[src/rtl/arb_pkg.sv]
// Shared types and constants for the instruction/data memory port arbiter.
package arb_pkg;

  typedef enum logic [1:0] {
    IDLE  = 2'd0,
    FETCH = 2'd1,
    DATA  = 2'd2,
    RESP  = 2'd3
  } arb_state_e;

  typedef enum logic {
    OWN_IF = 1'b0,
    OWN_D  = 1'b1
  } owner_e;

  localparam logic [3:0] BE_WORD = 4'hF;

  localparam int DEF_TIMEOUT    = 16;
  localparam int DEF_MAX_STREAK = 4;

endpackage

[src/rtl/bus_timeout_counter.sv]
// Cycle counter for one memory access; expire flags the last allowed cycle.
module bus_timeout_counter #(
  parameter int TIMEOUT = arb_pkg::DEF_TIMEOUT
) (
  input  logic clk,
  input  logic rst_n,
  input  logic clear,
  input  logic enable,
  output logic expire
);

  localparam int CW = (TIMEOUT > 1) ? $clog2(TIMEOUT) : 1;
  localparam logic [CW-1:0] LAST = CW'(TIMEOUT - 1);

  logic [CW-1:0] cnt;

  // NOTE: state registers use non-blocking assignments so every flop samples pre-edge values.
  always_ff @(posedge clk or negedge rst_n) begin
    if (!rst_n) begin
      cnt <= '0;
    end else if (clear) begin
      cnt <= '0;
    end else if (enable) begin
      cnt <= cnt + 1'b1;
    end
  end

  assign expire = enable && (cnt == LAST);

endmodule

[src/rtl/mem_port_arbiter.sv]
// Arbitrates one variable-latency memory between the fetch and data ports,
// with data priority, a fetch anti-starvation streak limit and an access timeout.
module mem_port_arbiter
  import arb_pkg::*;
#(
  parameter int ADDR_W     = 32,
  parameter int TIMEOUT    = DEF_TIMEOUT,
  parameter int MAX_STREAK = DEF_MAX_STREAK
) (
  input  logic              clk,
  input  logic              rst_n,
  input  logic              if_req,
  input  logic [ADDR_W-1:0] if_addr,
  input  logic              if_flush,
  output logic              if_ready,
  output logic [31:0]       if_rdata,
  output logic              if_err,
  input  logic              d_req,
  input  logic              d_we,
  input  logic [ADDR_W-1:0] d_addr,
  input  logic [31:0]       d_wdata,
  input  logic [3:0]        d_be,
  output logic              d_ready,
  output logic [31:0]       d_rdata,
  output logic              d_err,
  output logic              m_req,
  output logic              m_we,
  output logic [ADDR_W-1:0] m_addr,
  output logic [31:0]       m_wdata,
  output logic [3:0]        m_be,
  input  logic              m_ack,
  input  logic [31:0]       m_rdata,
  output logic              busy
);

  localparam int SW = $clog2(MAX_STREAK + 1);
  localparam logic [SW-1:0] STREAK_MAX = SW'(MAX_STREAK);

  arb_state_e    state, state_d;
  owner_e        owner;
  logic [SW-1:0] streak;
  logic          drop;
  logic          grant_d, grant_f, fin_ok, fin_err;
  logic          in_access, expire;

  assign in_access = (state == FETCH) || (state == DATA);

  bus_timeout_counter #(.TIMEOUT(TIMEOUT)) u_timer (
    .clk    (clk),
    .rst_n  (rst_n),
    .clear  (!in_access),
    .enable (in_access),
    .expire (expire)
  );

  // NOTE: every signal gets a default first so no path through the case infers a latch.
  always_comb begin
    state_d = state;
    grant_d = 1'b0;
    grant_f = 1'b0;
    fin_ok  = 1'b0;
    fin_err = 1'b0;
    unique case (state)
      IDLE: begin
        if (d_req && !(if_req && (streak == STREAK_MAX) && !if_flush)) begin
          grant_d = 1'b1;
          state_d = DATA;
        end else if (if_req && !if_flush) begin
          grant_f = 1'b1;
          state_d = FETCH;
        end
      end
      FETCH, DATA: begin
        // An ack on the final timer cycle still counts as success.
        if (m_ack) begin
          fin_ok  = 1'b1;
          state_d = RESP;
        end else if (expire) begin
          fin_err = 1'b1;
          state_d = RESP;
        end
      end
      RESP:    state_d = IDLE;
      default: state_d = IDLE;
    endcase
  end

  always_ff @(posedge clk or negedge rst_n) begin
    if (!rst_n) begin
      state    <= IDLE;
      owner    <= OWN_IF;
      streak   <= '0;
      drop     <= 1'b0;
      m_req    <= 1'b0;
      m_we     <= 1'b0;
      m_addr   <= '0;
      m_wdata  <= '0;
      m_be     <= '0;
      if_ready <= 1'b0;
      if_err   <= 1'b0;
      if_rdata <= '0;
      d_ready  <= 1'b0;
      d_err    <= 1'b0;
      d_rdata  <= '0;
      busy     <= 1'b0;
    end else begin
      state    <= state_d;
      busy     <= (state_d != IDLE);
      if_ready <= 1'b0;
      if_err   <= 1'b0;
      d_ready  <= 1'b0;
      d_err    <= 1'b0;

      if (grant_d) begin
        m_req   <= 1'b1;
        m_we    <= d_we;
        m_addr  <= d_addr;
        m_wdata <= d_wdata;
        m_be    <= d_be;
        owner   <= OWN_D;
        if (!if_req)                  streak <= '0;
        else if (streak != STREAK_MAX) streak <= streak + 1'b1;
      end else if (grant_f) begin
        m_req   <= 1'b1;
        m_we    <= 1'b0;
        m_addr  <= if_addr;
        m_wdata <= '0;
        m_be    <= BE_WORD;
        owner   <= OWN_IF;
        streak  <= '0;
      end

      if (fin_ok || fin_err) begin
        m_req <= 1'b0;
        if (owner == OWN_D) begin
          d_ready <= fin_ok;
          d_err   <= fin_err;
          d_rdata <= fin_ok ? m_rdata : 32'h0;
        end else if (!(drop || if_flush)) begin
          // A flushed fetch finishes on the bus but is invisible to the pipeline.
          if_ready <= fin_ok;
          if_err   <= fin_err;
          if_rdata <= fin_ok ? m_rdata : 32'h0;
        end
      end

      if (state_d == IDLE)                                 drop <= 1'b0;
      else if (if_flush && (state == FETCH || state == RESP)) drop <= 1'b1;
    end
  end

endmodule

[config.mk]
export PLATFORM = sky130hd
export DESIGN_NAME = mem_port_arbiter
export DESIGN_NICKNAME = d
export VERILOG_FILES = /design/src/rtl/arb_pkg.sv /design/src/rtl/bus_timeout_counter.sv /design/src/rtl/mem_port_arbiter.sv
export SDC_FILE = /design/constraint.sdc
export NUM_CORES = 1
export LEC_CHECK = 0
export ABC_CLOCK_PERIOD_IN_PS = 2170
export CAP_MARGIN = 20
export CORE_MARGIN = 2
export CORE_UTILIZATION = 41
export DETAILED_ROUTE_END_ITERATION = 10
export PLACE_DENSITY = 0.84
export SETUP_SLACK_MARGIN = 0.4
export SLEW_MARGIN = 20
export SYNTH_ARGS = -nofsm -noshare
export SYNTH_HDL_FRONTEND = slang
export SYNTH_SLANG_ARGS = --single-unit
[constraint.sdc]
create_clock -name clk -period 2.17 [get_ports clk]
set_input_delay 0.434 -clock clk [delete_from_list [all_inputs] [get_ports clk]]
set_output_delay 0.434 -clock clk [all_outputs]
set_load 0.05 [all_outputs]
==> flow_summary.toml, run 1 <==
[setup_path]
start_kind = "flop"
path_buf_inv = 3
crit_family = "simple AND/OR/NAND/NOR gates"
slowest_stage = "dfrtp_1"
timing.rr.end = "m_be[0]$_DFFE_PN0P_"
r2r-start = "streak[1]$_DFFE_PN0P_"
crit_path_end_kind = "flop"
cp_data_required_time_ps = 2470
crit_arrival_ps = 2060
critical_path_class = "reg -> reg"
slowest_delay_ps = 360
cpMostUsedCell = "buf_4"
critPathMaxFanout = 5
r2r_cells = 8
reg2reg_slack_ps = 410
worstPathCellList = "inv_2 > ha_4 > and4b_2 > buf_4 > buf_4 > nor2_1 > nand2_1 > o22a_1"

[floorplanning]
start_util_pct = 41.8
rows = 43
die_h_um = 122
design.core.area_mm2 = 0.0138
die_w_um = 122
die_area_mm2 = 0.0150
pin_count = 278

[global_route]
grt_overflow = 0
grt_most_used_layer = "met2"
grt_max_degree = 73
antenna_found_initial = 0
grt_pass1_wl_um = 27100
met3_usage_pct = 7.76
first_global_vias = 5290
met2_usage_pct = 41.5
grt_util_all_layers_pct = 23.7
met1_usage_pct = 26.3

[clocking]
h-tree-depth = 4
numClockSinks = 150
cts_buffers = 17
cts.reportedPaths.clkPinSlew_ps = 50
clock-root-buffer = "clkbuf_16"
clock_path_buffers = 2
clkLatencyLatePin_ps = 410
cts_tree = "done"

[drt]
finalWirelength_um = 18000
drc = 0
initialDrtViolationCount = 303
ant_nets = 0
viasPerCell = 5.33
vias = 5012
routedWlPerCell_um = 19.1
drtPass1Iterations = 4

[yosys]
syn_area_mm2 = 0.00576
synth_cells = 451
synth_area_per_cell_um2 = 12.8
yosysSeqAreaShare_pct = 65.2
yosysWarnings = 0
synth_nets = 597
ys_ff_latch = 150
synth.distinct_cells = 40

[run]
maxCapViolCount = 0

[placed_design]
port_buffers = 277
routabilityCongestion = 0.864
dp_hpwl_um = 12100
place_area_mm2 = 0.00884

[pwr]
leakagePower_uw = 0.00451
p_per_area_mw_per_mm2 = 1770
peakVddDrop_uv = 1020

[timing]
rsz0062_at_grt = "true"
finalCritPeriodShare_pct = 81.3
finalCriticalPeriod_ps = 1760
slew_headroom_pct = 64.4
holdWs_ps = 433
setup_violations = 0
max_slew.worst_pin.slew_ps = 536
fmax_mhz = 567
finClkSkew_ps = 6.69
maxSlewViolCount = 0
timing.final.hold_violations = 0

[final_layout]
design_area_mm2 = 0.00966
area_delta_synth_final_pct = 67.7
final_nets = 895
antenna_cells = 0
drive_gt1_share_pct = 13.7
final_common_cell = "dfrtp_1"
final_cell_mix = "150 x dfrtp_1, 136 x clkdlybuf4s50_1, 98 x a22o_1"

[outcome]
status = "finished clean"

[min_path]
hold_class = "in -> async"
[how the worst max path moves through the flow]
stage	from	to	slack, ps	cells after the start
finish	streak[1]$_DFFE_PN0P_	m_be[0]$_DFFE_PN0P_	410	8
global route	streak[0]$_DFFE_PN0P_	m_addr[14]$_DFFE_PN0P_	330	9
CTS	d_rdata[0]$_DFFE_PN0P_	d_rdata[0]	340	1
detailed placement	if_flush	m_wdata[12]$_DFFE_PN0P_	-30	6
global placement	if_flush	m_wdata[18]$_DFFE_PN0P_	60	6
floorplan	state[1]$_DFF_PN0_	drop$_DFFE_PN0P_	510	6
[stage by stage]
| step | util (%) | power [uW] | instances | setup TNS [ps] | setup slack [ps] |
|---|---|---|---|---|---|
| 2_1_floorplan | - | 10800 | 451 | 0 | 510 |
| 3_3_place_gp | 64.2 | 14000 | 891 | 0 | 64.8 |
| 3_5_place_dp | 64.2 | 14200 | 891 | -195 | -28.5 |
| 4_1_cts | 69.1 | 17000 | 931 | 0 | 335 |
| 5_1_grt | 70.1 | 17900 | 941 | 0 | 334 |
| 6_report | 70.1 | 17100 | 941 | 0 | 406 |
[where the power goes]
group,leakage [uW],switching [uW],internal [uW],total [uW]
Clock,0.000313,1060,2070,3130
Sequential,0.00189,731,4040,4770
Combinational,0.00231,6200,3000,9200
Total,0.00451,7990,9110,17100
[synth_stat cells (all sizes together)]
library cell	instances	area share, %
a22o	98	15
and2b	1	0.13
nor3b	2	0.35
or3	1	0.11
a32o	2	0.35
o211ai	1	0.13
nand4	1	0.11
o2111ai	1	0.15
and2	3	0.33
nor2	7	0.50
nand2	41	2.7
xor2	1	0.15
mux2i	1	0.17
o21ai	37	3.4
ha	7	1.5
a21bo	1	0.17
xnor2	1	0.15
nor3	2	0.17
clkbuf	16	1.0
and3	1	0.11
a21boi	1	0.13
nor2b	2	0.22
o22a	4	0.61
a31oi	2	0.22
buf	17	1.8
nand3	3	0.26
inv	7	0.46
o21a	1	0.13
dfrtp	150	65
and4b	1	0.17
a21oi	1	0.087
nand2b	4	0.43
o22ai	32	3.5
a221o	1	0.17
[metal layers]
layer	vias up	part of all wire, %
li1	2285	-
met1	2462	38
met2	234	51
met3	31	8.5
met4	0	2.3
met5	-	0
[layout make-up]
cell class	instances	area, um2
Clock inverter	7	141
Timing Repair Buffer	312	3140
Multi-Input combinational cell	261	1870
Inverter	7	26.3
Clock buffer	24	502
Fill cell	949	4120
Tap cell	180	225
Sequential cell	150	3750
[timing repair]
action	4_1_cts	5_1_grt
hold buffers	1	0
gates cloned	3	3
resized for setup	190	92
setup endpoints to repair	253	183
buffers inserted	5	7
hold endpoints to repair	18	0
pin swaps	3	9
[sequential cells by signal (all words and copies together), names as in the netlist, 2 cells and up]
name / cells
d_rdata: 32
if_rdata: 32
m_addr: 32
m_wdata: 32
m_be: 4
u_timer.cnt: 4
streak: 3
state: 2
[logic make-up (layout without fill, tap and decap cells)]
logic type	count (synthesis)	after routing	synth area share, %
buffers and inverters	40	350	3.28
and+or+nand+nor	69	69	5.56
AOI/OAI and AO/OA	182	182	24.0
adders and majority gates	7	7	1.52
muxes	1	1	0.174
DFF	150	150	65.2
xor gates and xnor gates	2	2	0.304
Power figures use the tool's default switching activity.
==> run 2: changes to the inputs <==
Settings changed: ABC_CLOCK_PERIOD_IN_PS 2170 to 1650.
Clock period 2.17 ns to 1.65 ns, I/O delays scaled along.
==> flow_summary.toml, run 2 (synthesized netlist as in run 1, its figures left out) <==
[pwr]
peakVddDrop_uv = 1360
total_power_uw = 27300
leakagePower_uw = 0.00547
p_per_area_mw_per_mm2 = 2390

[setup_path]
critPathMaxFanout = 11
crit_arrival_ps = 2140
cp_data_required_time_ps = 1990
critical_path_class = "reg -> reg"
crit_path_end_kind = "flop"
start_kind = "flop"

[placed_design]
port_buffers = 277
dp_slack_ps = -366
dp_hpwl_um = 12600
routabilityCongestion = 0.829
place_area_mm2 = 0.00867

[clocking]
clock-root-buffer = "clkbuf_16"
cts_buffers = 17
clock_path_buffers = 2
numClockSinks = 150
cts_tree = "done"
clkLatencyLatePin_ps = 420
h-tree-depth = 4
cts.reportedPaths.clkPinSlew_ps = 70

[timing]
slew_headroom_pct = 71.2
maxSlewViolCount = 0
rsz0062_at_grt = "true"
setup_slack_ps = -150
fmax_mhz = 556
finalCritPeriodShare_pct = 109
finalCriticalPeriod_ps = 1800
timing.final.hold_violations = 0
max_slew.worst_pin.slew_ps = 428
finClkSkew_ps = 11.4
setup_violations = 134
holdWs_ps = 401

[final_layout]
antenna_cells = 0
drive_gt1_share_pct = 42.6
final_common_cell = "buf_6"
design_area_mm2 = 0.0114
final_nets = 1039
final_cell_mix = "156 x buf_6, 149 x dfrtp_1, 136 x clkdlybuf4s50_1"
area_delta_synth_final_pct = 98.0
post-route-util_pct = 82.8

[global_route]
first_global_vias = 5953
antenna_found_initial = 0
grt_max_degree = 62
grt_pass1_wl_um = 32800
grt_util_all_layers_pct = 29.5
grt_overflow = 0

[floorplanning]
die_area_mm2 = 0.0150
rows = 43
die_w_um = 122
start_util_pct = 41.8
pin_count = 278
die_h_um = 122
design.core.area_mm2 = 0.0138

[outcome]
failed_checks = "setup timing"
status = "finished with violations"

[drt]
drtPass1Iterations = 5
routedWlPerCell_um = 22.9
drc = 0
ant_nets = 0
viasPerCell = 5.59
finalWirelength_um = 24900
initialDrtViolationCount = 485
vias = 6076

[min_path]
hold_class = "in -> async"

[run]
maxCapViolCount = 0
[run 2: changes by cell type in the layout (fill, tap and decap cells not counted), moves of 4 or more]
cell and change:
clkdlybuf4s15_2 -5, clkinvlp_4 +4, clkbuf_2 -21, buf_16 +7, nand2_1 -4, dlygate4sd2_1 -39, clkbuf_8 -5, buf_6 +152
clkdlybuf4s15_1 -73, inv_6 +5, buf_4 +119
[run 2: routing by layer]
metal / vias to the layer above / track usage (%) / part of all wire [%]
li1: 2576 / - / -
met1: 3002 / 32.4 / 34
met2: 419 / 52.5 / 53
met5: - / 0 / 0
met3: 79 / 8.50 / 8.7
met4: 0 / 13.6 / 4.1
[run 2: worst paths after layout]
path | start | end | slack (ps) | cells past startpoint
max in group asynchronous | rst_n | streak[0]$_DFFE_PN0P_ | 680 | 3
worst max register to register | streak[1]$_DFFE_PN0P_ | m_addr[13]$_DFFE_PN0P_ | -150 | 8
worst max-delay path | streak[1]$_DFFE_PN0P_ | m_addr[13]$_DFFE_PN0P_ | -150 | 8
worst min register to register | u_timer.cnt[0]$_DFF_PN0_ | u_timer.cnt[0]$_DFF_PN0_ | 490 | 1
min in group clk | u_timer.cnt[0]$_DFF_PN0_ | u_timer.cnt[0]$_DFF_PN0_ | 490 | 1
worst min-delay path | rst_n | d_rdata[9]$_DFFE_PN0P_ | 400 | 2
[run 2: critical path, stage by stage (launching register included)]
cell       delay (ps)
dfrtp_1           380
inv_2              70
ha_4              160
and4b_2           260
nor3b_4           290
buf_6             190
clkbuf_16         170
o22ai_1            80
o21ai_1           130
[run 2: layout make-up]
type	count	area, um2
clock buffers	17	425
well taps	180	225
inverters	7	26.3
repair buffers	456	4800
flip-flops and latches	150	3750
multi-input cells	261	2020
clock inverters	15	145
fillers	659	2370
[run 2: what timing repair did]
action,in CTS,in global routing
hold endpoints to repair,33,0
resized for setup,159,42
setup buffers,65,68
pin swaps,20,25
gates cloned,10,5
hold buffers,1,0
endpoints found under the setup margin,285,285
[run 2: stage by stage]
stage | cells | setup TNS, ps
after floorplan | 451 | 0
after global placement | 905 | -32170
after detailed placement | 905 | -36680
after CTS | 1013 | -1460
after global routing | 1086 | -14260
final | 1086 | -7710
[run 2: power breakdown]
part           switching [uW]  internal, uW  total, uW
Clock                    1680          2110       3790
Combinational            9360          7390      16800
Sequential               1410          5310       6720
==> run 3: changes to the inputs <==
Settings changed: CAP_MARGIN 20 to default, HOLD_SLACK_MARGIN from default to 0.05.
==> results of run 3 <==
Same layout as run 2: the final DEF is identical, and so are final timing and power.
